===== config.mk =====
export PLATFORM = sky130hd
export DESIGN_NAME = serial_adder
export DESIGN_NICKNAME = d
export VERILOG_FILES = /design/src/rtl/arith_pkg.sv /design/src/rtl/full_adder_bit.sv /design/src/rtl/serial_adder.sv
export SDC_FILE = /design/constraint.sdc
export NUM_CORES = 1
export LEC_CHECK = 0
export CELL_PAD_IN_SITES_DETAIL_PLACEMENT = 1
export CELL_PAD_IN_SITES_GLOBAL_PLACEMENT = 1
export CORE_MARGIN = 2
export CORE_UTILIZATION = 37
export DETAILED_ROUTE_END_ITERATION = 16
export HOLD_SLACK_MARGIN = 0.02
export PLACE_DENSITY_LB_ADDON = 0.1
export SKIP_CTS_REPAIR_TIMING = 1
export SYNTH_ARGS = -nofsm -noshare
export SYNTH_HDL_FRONTEND = slang
export SYNTH_SLANG_ARGS = --single-unit

===== constraint.sdc =====
create_clock -name clk -period 2.3 [get_ports clk]
set_input_delay 0.46 -clock clk [delete_from_list [all_inputs] [get_ports clk]]
set_output_delay 0.46 -clock clk [all_outputs]
set_load 0.01 [all_outputs]

===== src/rtl/arith_pkg.sv =====
// Shared definitions for the sequential arithmetic blocks.
// Latency: n/a (types and constants only).
// Backpressure: n/a.
package arith_pkg;

  // Control FSM for bit-serial arithmetic units.
  typedef enum logic [1:0] {
    IDLE  = 2'd0,
    SHIFT = 2'd1,
    DONE  = 2'd2
  } state_t;

  localparam int DEFAULT_WIDTH = 8;

  // A counter is never narrower than one bit, even for the smallest legal width.
  localparam int CNT_W_MIN = 1;

  // Bit-counter width for a given operand width: clog2(width), at least CNT_W_MIN.
  function automatic int cnt_width(input int width);
    return (width <= 2) ? CNT_W_MIN : $clog2(width);
  endfunction

endpackage


===== src/rtl/full_adder_bit.sv =====
// One-bit full adder, truth-table style (companion of the behavioural full subtractor).
// Latency: combinational, zero cycles.
// Backpressure: none.
// Ports: a, b, c - addend bits and carry-in; sum, carry - result bit and carry-out.
module full_adder_bit (
  input  logic a,
  input  logic b,
  input  logic c,
  output logic sum,
  output logic carry
);

  always_comb begin
    sum   = 1'b0;
    carry = 1'b0;
    case ({a, b, c})
      3'b000: begin sum = 1'b0; carry = 1'b0; end
      3'b001: begin sum = 1'b1; carry = 1'b0; end
      3'b010: begin sum = 1'b1; carry = 1'b0; end
      3'b011: begin sum = 1'b0; carry = 1'b1; end
      3'b100: begin sum = 1'b1; carry = 1'b0; end
      3'b101: begin sum = 1'b0; carry = 1'b1; end
      3'b110: begin sum = 1'b0; carry = 1'b1; end
      3'b111: begin sum = 1'b1; carry = 1'b1; end
      default: begin sum = 1'b0; carry = 1'b0; end
    endcase
  end

endmodule


===== src/rtl/serial_adder.sv =====
// Bit-serial unsigned adder: {cout,sum} = a + b + cin, one bit per clock, LSB first.
// Latency: start accepted at edge 0 -> WIDTH shift cycles -> done pulse in cycle WIDTH+1.
// Backpressure: start is ignored while busy; a new start is taken in IDLE or on the done cycle.
// Ports: clk, rst (sync, active-high); start/a/b/cin request; busy, done, sum, cout status/result.
module serial_adder
  import arith_pkg::*;
#(
  parameter int WIDTH = DEFAULT_WIDTH
) (
  input  logic             clk,
  input  logic             rst,
  input  logic             start,
  input  logic [WIDTH-1:0] a,
  input  logic [WIDTH-1:0] b,
  input  logic             cin,
  output logic             busy,
  output logic             done,
  output logic [WIDTH-1:0] sum,
  output logic             cout
);

  localparam int CW = cnt_width(WIDTH);

  state_t           state;
  state_t           next_state;
  logic [WIDTH-1:0] a_sr;
  logic [WIDTH-1:0] b_sr;
  logic [WIDTH-1:0] psum;
  logic             carry;
  logic [CW-1:0]    count;
  logic             load;
  logic             last;
  logic             fa_s;
  logic             fa_c;
  logic [WIDTH-1:0] psum_next;

  full_adder_bit u_fa (
    .a     (a_sr[0]),
    .b     (b_sr[0]),
    .c     (carry),
    .sum   (fa_s),
    .carry (fa_c)
  );

  // New bit enters at the MSB; after WIDTH shifts the first bit sits at bit 0.
  assign psum_next = {fa_s, psum[WIDTH-1:1]};
  assign last      = (count == CW'(WIDTH - 1));

  always_ff @(posedge clk) begin
    if (rst) begin
      state <= IDLE;
    end else begin
      state <= next_state;
    end
  end

  always_comb begin
    next_state = state;
    load       = 1'b0;
    busy       = 1'b0;
    done       = 1'b0;
    case (state)
      IDLE: begin
        if (start) begin
          next_state = SHIFT;
          load       = 1'b1;
        end
      end
      SHIFT: begin
        busy = 1'b1;
        if (last) begin
          next_state = DONE;
        end
      end
      DONE: begin
        done = 1'b1;
        if (start) begin
          next_state = SHIFT;
          load       = 1'b1;
        end else begin
          next_state = IDLE;
        end
      end
      default: begin
        next_state = IDLE;
      end
    endcase
  end

  always_ff @(posedge clk) begin
    if (rst) begin
      a_sr  <= '0;
      b_sr  <= '0;
      psum  <= '0;
      carry <= 1'b0;
      count <= '0;
      sum   <= '0;
      cout  <= 1'b0;
    end else if (load) begin
      a_sr  <= a;
      b_sr  <= b;
      carry <= cin;
      count <= '0;
      psum  <= '0;
    end else if (state == SHIFT) begin
      a_sr  <= a_sr >> 1;
      b_sr  <= b_sr >> 1;
      psum  <= psum_next;
      carry <= fa_c;
      // Hold the counter on the final bit so it never wraps; load clears it.
      if (!last) begin
        count <= count + CW'(1);
      end
      // Commit on the edge that enters DONE so the result is visible with done.
      if (last) begin
        sum  <= psum_next;
        cout <= fa_c;
      end
    end
  end

endmodule


# Yosys cells after proc, flatten, opt, wreduce, memory -nomap -nowiden
# Memory sizes are Yosys's and may differ from the RTL's. A register that Yosys moved wholly into a read port is not among the register bits.
# Index checks and enable logic that the tools add are counted.
op_classes:
  n_eq_ne: 5
  bitwise_logic: 2
  reduce_logical: 7
  n_addsub: 1
  muxes: 16
ops:
  columns: ["op", "n"]
  rows:
  - ["$mux W8", 4]
  - ["$mux W1", 7]
  - ["$mux W3", 2]
  - ["$pmux W2 S3", 1]
  - ["$mux W2", 2]
  - ["$ne A2 B2 Y1 const B", 2]
  - ["$reduce_and A2 Y1", 2]
  - ["$reduce_or A2 Y1", 2]
  - ["$add A3 B1 Y3 const B", 1]
  - ["$eq A3 B3 Y1 const B", 1]
  - ["$reduce_and A3 Y1", 1]
  - ["$eq A2 B1 Y1 const B", 1]
  - ["$eq A2 B2 Y1 const B", 1]
  - ["$logic_not A2 Y1", 1]
  - ["$not A1 Y1", 2]
  - ["$reduce_bool A2 Y1", 1]
word_totals:
  inputBits: 20
  out_inout_bits: 11
  rom_bits: 16
  register_bits: 39
  memories: 1
memory_table:
  columns: ["memory", "depth", "word_bits", "rd", "rd_ports_with_merged_regs", "write_ports", "line_no", "source"]
  rows:
  - ["(no name shown)", 8, 2, 1, 1, 0, "full_adder_bit.sv:16", "case ({a, b, c})"]

# Depth between registers and ports, before layout
# Gate-level depths: netlist of run 1.
depth:
  word_depth: 6
  ltp_mapped: 10
  depth_no_buf: 8

# Modules after synthesis
# From an unflattened synthesis of run 1, not the netlist that was laid out.
hier_totals:
  cells_unflattened: 185
  area_unflattened_um2: 1570.3
modules_own_cells:
  columns: ["module", "instances", "area_per_inst_um2", "cells_per_inst"]
  rows:
  - ["serial_adder", 1, 1520.2, 178]
  - ["full_adder_bit", 1, 50.0, 7]

# Least setup slack after synthesis of run 1
# OpenSTA, ideal clock, no wires.
synth_path:
  path_type: "reg-to-reg"
  start: "reg state[1]"
  end: "reg u_fa.sum (netlist name)"
  arrival_ns: 1.667
  path_buffers: 2
  path_stages_with_launch: 10
  slack_ns: 0.497
  period_less_slack_ns: 1.803
  cell_sequence: "dfxtp_1 -> nand2b_1 -> buf_2 -> inv_2 -> buf_4 -> nor2_1 -> nand2_1 -> a31o_2 -> ha_1 -> xor2_1"
synth_lines:
  columns: ["item", "line_no", "source"]
  rows:
  - ["start, declared", "serial_adder.sv:24", "state_t state;"]
  - ["start signal, assigned", "serial_adder.sv:53", "state <= next_state;"]

==> flow_metrics.py, run 1 <==
metrics = {
    "run_status": {
        "status": "completed",
    },
    "clock_network": {
        "cts.root.buffer_cell": "clkbuf_8",
        "cts_buffers": 5,
        "cts_num_sinks": 40,
        "cts_max_path_buffers": 2,
        "clk_latency_ns": 0.29,
        "htree_levels": 2,
        "path_clk_slew_ns": 0.08,
        "cts_tree": "yes",
    },
    "cells_and_area": {
        "nFillCells": 498,
        "antenna_cells": 0,
        "regArea_sq_um": 801,
        "num-nets-final": 248,
        "drive_gt1_share_pct": 8.89,
        "multi_input_area_sq_um": 724,
        "area_growth_syn_to_layout_pct": 28.9,
        "fin_util_pct": 50.5,
    },
    "drt": {
        "num_vias": 1413,
        "via_per_inst": 5.14,
        "drt-pass1-iter-count": 4,
        "wl_microns": 4120,
        "avgRoutedWirePerCell_microns": 15.0,
        "detail-route-antenna-nets": 0,
        "route.detailed.drc": 0,
        "drt_iter0_markers": 35,
    },
    "setup_path": {
        "path_max_fanout": 4,
        "end_kind": "flop",
        "crit_arrival_ns": 2.20,
        "crit_type": "input pin to flop",
        "crit_required_ns": 2.46,
        "crit_path_start_kind": "input pin",
        "reg2reg_slack_ns": 0.39,
    },
    "min_path": {
        "hp-class": "flop to flop",
    },
    "global_route": {
        "grt_pass1_wl_microns": 7180,
        "grt_overflow_total": 0,
        "antenna_found_initial": 0,
        "grt_max_degree": 24,
        "grt_use_total_pct": 18.4,
        "grt_pass1_vias": 1465,
    },
    "timing": {
        "timing.fmax_ghz": 0.492,
        "final.setup.tns_ns": 0,
        "rsz0062_at_grt": "no",
        "clock_skew_ns": 0.00906,
        "tightestPinTransition_ns": 0.388,
        "setup_violations": 0,
        "finalCritPeriodShare_pct": 88.3,
        "drv_slew": 0,
        "maxSlewHeadroom_pct": 74.1,
        "layout_min_cycle_time_ns": 2.03,
        "hold_viol": 0,
    },
    "synthesis": {
        "syn_avg_cell_area_sq_um": 8.33,
        "yosys_register_bits": 40,
        "syn_nets": 216,
        "synth_edf_count": 0,
        "synth_ff_type": "dfxtp_1",
        "ys_seq_area_share_pct": 50.0,
        "synthTopCellsByArea": "dfxtp_1 (50%), nand2_1 (13%), a21oi_1 (5.6%)",
        "ys_async_sr_fraction_pct": 0,
        "ys_warn_count": 0,
        "yosysTopAreaCellShare_pct": 50.0,
        "synth_area_sq_um": 1600,
        "synth.distinct_cells": 28,
        "synth_top_cell_by_area": "dfxtp_1",
        "synth_cells": 192,
    },
    "flow_run": {
        "maxCapViolations": 0,
    },
    "placement": {
        "dp_hpwl_microns": 2930,
        "gp_congestion": 0.839,
        "io_buffers": 30,
    },
    "floorplan": {
        "rows": 23,
        "io_pins": 31,
        "initial_core_util_pct": 39.2,
        "core_sq_um": 4090,
        "die_y_microns": 69.8,
        "dieArea_sq_um": 4870,
        "die-width_microns": 69.8,
    },
    "power": {
        "p_leak_nw": 0.750,
        "ir_drop_mv": 0.507,
        "power.density_nw_per_um2": 731,
    },
}
==> kinds of logic after synthesis <==
family,synth area share (%)
compound gates,16.7
xor+xnor,1.09
simple gates,23.1
flops,50.0
buf+inv,4.69
mux,1.25
fa+ha+maj,3.13
==> stage by stage <==
step / hold slack (ns) / setup slack, ns / area, sq um / cells / power (W)
finish: 0.461 / 0.269 / 2060 / 275 / 0.00151
global route: 0.483 / 0.140 / 2060 / 275 / 0.00158
CTS: 0.460 / 0.251 / 2060 / 275 / 0.00153
detailed placement: 0.451 / -0.0273 / 1960 / 267 / 0.000954
global placement: 0.442 / 0.137 / 1960 / 267 / 0.000943
floorplan: 0.432 / 0.497 / 1600 / 192 / 0.000878
==> cells in the mapped netlist, types with 3 or more instances <==
cell type and count:
nand2_1 54, nor3_1 7, a31oi_1 4, o22ai_1 6, a21oi_1 18, ha_1 4
buf_2 3, clkbuf_1 7, a311oi_1 6, dfxtp_1 40, nor2_1 20, nand2b_1 3
==> worst paths after layout <==
kind | from | to | depth (start not counted)
worst max-delay path | start | u_fa.sum | 7
worst min-delay path | sum[6] | sum[6] | 2
worst max register to register | state[0] | u_fa.sum | 6
worst min register to register | sum[6] | sum[6] | 2
==> power breakdown <==
group / internal [W] / switching [W]
sequential: 0.000729 / 0.0000211
clock: 0.000322 / 0.000247
combinational: 0.0000884 / 0.000100
total: 0.00114 / 0.000368
==> layer usage <==
layer / wire (microns) / track usage [%] / part of all wire [%]
met5: 0 / 0 / 0
met4: 65 / 6.41 / 1.6
met3: 124 / 3.92 / 3.0
met2: 1970 / 31.9 / 48
met1: 1960 / 22.5 / 48
==> cell type report <==
cell class / instances / area share, %
flip-flops and latches: 40 / 38.8
multi-input cells: 137 / 35.1
repair buffers: 38 / 17.5
clock buffers: 6 / 3.52
well taps: 50 / 3.03
clock inverters: 2 / 1.70
inverters: 2 / 0.364
==> placed cells by master (no fill, tap or decap) <==
cell type,instances
nand2_1,54
dfxtp_1,40
nor3_1,7
clkbuf_8,5
o21ai_0,2
buf_4,8
a21oi_1,18
a31o_2,2
nor2_1,20
a2111oi_4,1
and2_1,1
clkinv_2,1
and2b_1,1
a311oi_1,6
a22oi_1,1
a31oi_1,4
o22ai_1,6
nand2b_1,3
nor3b_1,1
inv_1,1
nor3_2,1
nor2b_1,1
bufinv_16,1
mux2i_1,2
clkbuf_1,1
xor2_1,1
ha_1,4
clkdlybuf4s50_1,30
inv_2,1
xnor2_1,1
==> sequential cells by signal (all words and copies together), names as in the netlist, 2 cells and up <==
register and cells:
b_sr 8, psum 7, count 3, a_sr 8
state 2, sum 8
==> worst max-delay path, stage by stage <==
cell,delay (ns)
clkdlybuf4s50_1,0.42
and2b_1,0.21
nor2_1,0.23
nand2_1,0.14
a31o_2,0.27
ha_1,0.30
xor2_1,0.16
Note: power is estimated with default switching activity, not from simulation.
==> inputs of run 2 (changes only) <==
--- a/config.mk
+++ b/config.mk
@@ -7,7 +7,7 @@
 export LEC_CHECK = 0
 export CELL_PAD_IN_SITES_DETAIL_PLACEMENT = 1
 export CELL_PAD_IN_SITES_GLOBAL_PLACEMENT = 1
-export CORE_MARGIN = 2
+export CORE_MARGIN = 4
 export CORE_UTILIZATION = 37
 export DETAILED_ROUTE_END_ITERATION = 16
 export HOLD_SLACK_MARGIN = 0.02
==> flow_metrics.py, run 2 (synthesis gave the netlist of run 1 again) <==
metrics = {
    "cells_and_area": {
        "num-nets-final": 248,
        "final_common_cell": "nand2_1",
        "area_growth_syn_to_layout_pct": 29.2,
        "final_cell_mix": "nand2_1 (54), dfxtp_1 (40), clkdlybuf4s50_1 (30), nor2_1 (20), a21oi_1 (18)",
        "largestRegisters": "a_sr x8, b_sr x8, sum x8",
        "nFillCells": 486,
        "fin_util_pct": 50.6,
        "drive_gt1_share_pct": 9.33,
        "antenna_cells": 0,
    },
    "power": {
        "p_leak_nw": 0.749,
        "clock_power_share_pct": 38.0,
        "power_frac_seq_pct": 49.6,
        "power.switching_w": 0.000373,
        "ir_drop_mv": 0.377,
        "power.density_nw_per_um2": 731,
        "internal_power_w": 0.00114,
        "switching_share_pct": 24.7,
        "combinationalPowerShare_pct": 12.5,
    },
    "setup_path": {
        "crit_type": "input pin to flop",
        "cp_cell_sequence": "clkdlybuf4s50_1 > and2b_1 > nor2_1 > nand2_1 > a31o_2 > ha_1 > xor2_1",
        "setup.worst_path.start": "start",
        "crit_required_ns": 2.47,
        "slowest_stage": "clkdlybuf4s50_1",
        "path_max_fanout": 4,
        "r2r_start": "state[0]",
        "cp_slowest_stage_delay_ns": 0.42,
        "end_kind": "flop",
        "crit_arrival_ns": 2.20,
        "crit_path_start_kind": "input pin",
    },
    "clock_network": {
        "cts_num_sinks": 40,
        "path_clk_slew_ns": 0.08,
        "cts_buffers": 5,
        "htree_levels": 2,
        "clk_latency_ns": 0.29,
        "cts_tree": "yes",
        "cts_max_path_buffers": 2,
        "cts.root.buffer_cell": "clkbuf_8",
    },
    "timing": {
        "timing.fmax_ghz": 0.493,
        "maxSlewHeadroom_pct": 74.0,
        "holdWs_ns": 0.459,
        "finalCritPeriodShare_pct": 88.2,
        "hold_viol": 0,
        "setup_violations": 0,
        "rsz0062_at_grt": "no",
        "layout_min_cycle_time_ns": 2.03,
        "tightestPinTransition_ns": 0.390,
        "clock_skew_ns": 0.00786,
        "drv_slew": 0,
    },
    "drt": {
        "drt_iter0_markers": 63,
        "drt-pass1-iter-count": 4,
        "route.detailed.drc": 0,
        "wl_microns": 4120,
        "via_per_inst": 5.17,
        "num_vias": 1423,
        "detail-route-antenna-nets": 0,
        "avgRoutedWirePerCell_microns": 15.0,
    },
    "floorplan": {
        "die_y_microns": 73.8,
        "core_sq_um": 4090,
        "dieArea_sq_um": 5440,
        "die-width_microns": 73.8,
        "initial_core_util_pct": 39.2,
        "rows": 23,
        "io_pins": 31,
    },
    "placement": {
        "io_buffers": 30,
        "gp_congestion": 0.779,
        "dp_hpwl_microns": 3070,
    },
    "global_route": {
        "antenna_found_initial": 0,
        "grt_pass1_wl_microns": 7110,
        "grt_max_degree": 24,
        "grt_pass1_vias": 1539,
        "grt_overflow_total": 0,
        "grt_use_total_pct": 17.1,
    },
    "flow_run": {
        "maxCapViolations": 0,
    },
    "min_path": {
        "hp-start": "sum[4]",
        "hp-class": "flop to flop",
    },
    "run_status": {
        "status": "completed",
    },
}
run 2: final timing paths:
kind,slack [ns],to,cells after the start
worst max-delay path,0.27,u_fa.sum,7
worst max register to register,0.39,u_fa.sum,6
worst min-delay path,0.46,sum[4],2
worst min register to register,0.46,sum[4],2
run 2: layout make-up:
type                            instances  area, sq um  area share (%)
Inverter                                2         7.51           0.363
Clock buffer                            5         68.8            3.33
Tap cell                               50         62.6            3.03
Clock inverter                          3         42.5            2.06
Sequential cell                        40          801            38.7
Timing Repair Buffer                   38          360            17.4
Multi-Input combinational cell        137          724            35.0
run 2: worst max-delay path: cells and delay by family:
| kind | cells | cell delay [ns] |
|---|---|---|
| xor gates and xnor gates | 1 | 0.16 |
| buffers and inverters | 1 | 0.42 |
| AOI/OAI and AO/OA | 1 | 0.27 |
| and+or+nand+nor | 3 | 0.59 |
| adders and majority gates | 1 | 0.30 |
run 2: power by group through the flow:
stage               clock network, W  logic (W)  registers (W)
finish                      0.000573   0.000188       0.000749
global route                0.000621   0.000210       0.000754
CTS                         0.000590   0.000191       0.000750
detailed placement                 0   0.000189       0.000766
global placement                   0   0.000179       0.000765
floorplan                          0   0.000119       0.000759
run 2: routing by layer:
metal  GRT usage, %  wire length [microns]
met3           4.24                    155
met1           20.8                   1880
met4           5.43                     60
met5              0                      0
met2           29.3                   2030
run 2: per-stage QoR:
step / worst slack, ns / std cells / power, W / area, sq um / setup TNS, ns
floorplan: 0.497 / 192 / 0.000878 / 1600 / 0
detailed placement: -0.0314 / 267 / 0.000955 / 1960 / -0.0314
global route: 0.177 / 275 / 0.00159 / 2070 / 0
finish: 0.270 / 275 / 0.00151 / 2070 / 0
global placement: 0.136 / 267 / 0.000943 / 1960 / 0
CTS: 0.273 / 275 / 0.00153 / 2070 / 0
==> RTL change, RTL diff (config.mk and constraints of run 1) <==
Set the package constant `DEFAULT_WIDTH` to 10 (it was 8).
--- a/src/rtl/arith_pkg.sv
+++ b/src/rtl/arith_pkg.sv
@@ -11,5 +11,5 @@
   } state_t;
 
-  localparam int DEFAULT_WIDTH = 8;
+  localparam int DEFAULT_WIDTH = 10;
 
   // A counter is never narrower than one bit, even for the smallest legal width.
Ports: changed (resized a, b and sum); port bits go from 31 to 37. No check against the original RTL was run, so the function may have changed too.
==> RTL change against run 1 <==
  * Worst hold slack lost 0.0053 ns
  * Synthesized area rose by 28%
  * Clock skew fell by 0.0039 ns
  * Final area increased by 21%
  * Sequential cell count increased by 9
  * Setup slack worse by 0.088 ns
  * Routed wire length rose by 9.1%
  * Fmax decreased by 4.2%
  * Core utilization is 4.4 points lower
  * Power rose by 8.9%
  * Register-to-register slack improved by 0.13 ns
  * Global-route usage fell by 2.5 points
  * Critical path type is now flip-flop to output port
  * Largest power group unchanged
==> RTL change: results (changes against run 1) <==
{| class="wikitable"
! Metric !! Value
|-
| Biggest area contributors in the synthesized netlist || dfxtp_1 (48%), nand2_1 (12%), a311oi_2 (5.1%), nor2_1 (4.2%), a21oi_2 (3.8%)
|-
| Met2 Wirelength || 2.16 mm (+9.8%)
|-
| Worst hold margin || 0.455 ns (-0.00533 ns)
|-
| Sequential fraction of the synthesis area || 47.7% (-2.3 points)
|-
| Net switching power || 437 uW (+19%)
|-
| Reg-to-reg critical path startpoint || state[1]$_SDFFE_PP0P_
|-
| First-pass GRT wire length || 7.60 mm (+5.9%)
|-
| Total Routed Length || 4.49 mm (+9.1%)
|-
| GR Util met2 || 27.6% (-4.2 points)
|-
| Fraction of area in multi-input gates || 37.6% (+2.5 points)
|-
| Pin slew with the least headroom to its limit || 0.496 ns (+0.108 ns)
|-
| Leakage power || 0.874 nW (+17%)
|-
| Drt pass-1 iters || 2 (-2)
|-
| Hpwl dp || 3.15 mm (+7.5%)
|-
| Amount of wire on met3 after detailed routing || 171 um (+38%)
|-
| VDD IR-drop max || 352 uV (-31%)
|-
| GRT Total Usage || 15.9% (-2.5 points)
|-
| Post-placement worst setup slack || -0.00796 ns (+0.0193 ns)
|-
| Synth Area in Compound Gates || 18.1% (+1.3 points)
|-
| Placed instance area || 2420 um^2 (+24%)
|-
| DRT iter0 DRCs || 53 (+51%)
|-
| Synthesized netlist net count || 263 (+22%)
|-
| Post-synth top cells || nand2_1 (63), dfxtp_1 (49), nor2_1 (23), a21oi_1 (12), nor3_1 (11)
|-
| Met1 layer usage reported by global route || 18.4% (-4.1 points)
|-
| Metal1 wirelength || 2.09 mm (+6.4%)
|-
| Met3 capacity usage during global routing || 4.02% (+0.099 points)
|-
| Clk power || 504 uW (-11%)
|-
| RD Place Congestion || 0.737 (-12%)
|-
| Registers with the most flip-flops || a_sr (10), b_sr (10), sum (10)
|-
| Number of nets in the finished design || 294 (+19%)
|-
| Outcome || finished clean
|-
| Cell variety after synth || 31 (+11%)
|-
| Area share of fa/ha/maj cells after synthesis || 2.43% (-0.69 points)
|-
| Non-clock buffer share of cell area || 15.4% (-2.1 points)
|-
| Fill cell total of the finished layout || 651 (+31%)
|-
| FFs & Latches || 49 (+23%)
|-
| End point of the critical path || busy
|-
| Multi-input gates || 165 (+20%)
|-
| WP data arrival || 1.66 ns (-0.54 ns)
|-
| Worst-case reg-to-reg path depth || 7 (+1)
|-
| Multiplexer share of the synthesized area || 1.46% (+0.21 points)
|-
| Number of global-route vias before repair || 1639 (+12%)
|-
| Layout cell share with drive strength beyond 1 || 13.5% (+4.6 points)
|-
| Critical Path Max Stage Delay || 0.57 ns (+0.15 ns)
|-
| Area of all placed cells without fillers || 2510 um^2 (+21%)
|}
-- RTL change: stage by stage --
step | util (%) | cells | setup TNS [ns]
after floorplan | - | 235 | 0
final | 46.1 | 339 | 0
after detailed placement | 44.6 | 331 | -0.00796
after global routing | 46.1 | 339 | 0
after CTS | 46.1 | 339 | 0
after global placement | 44.6 | 331 | 0
-- RTL change: worst min-delay path by stage --
stage                          from                    to  cells after the start
6_report           u_fa.sum$_DFF_P_   sum[9]$_SDFFE_PP0P_                      2
5_1_grt        a_sr[2]$_SDFFE_PP0N_  a_sr[2]$_SDFFE_PP0N_                      2
4_1_cts         sum[9]$_SDFFE_PP0P_   sum[9]$_SDFFE_PP0P_                      2
3_5_place_dp    sum[9]$_SDFFE_PP0P_   sum[9]$_SDFFE_PP0P_                      2
3_3_place_gp   psum[1]$_SDFFE_PP0P_  psum[1]$_SDFFE_PP0P_                      2
2_1_floorplan      u_fa.sum$_DFF_P_  psum[9]$_SDFFE_PP0P_                      2
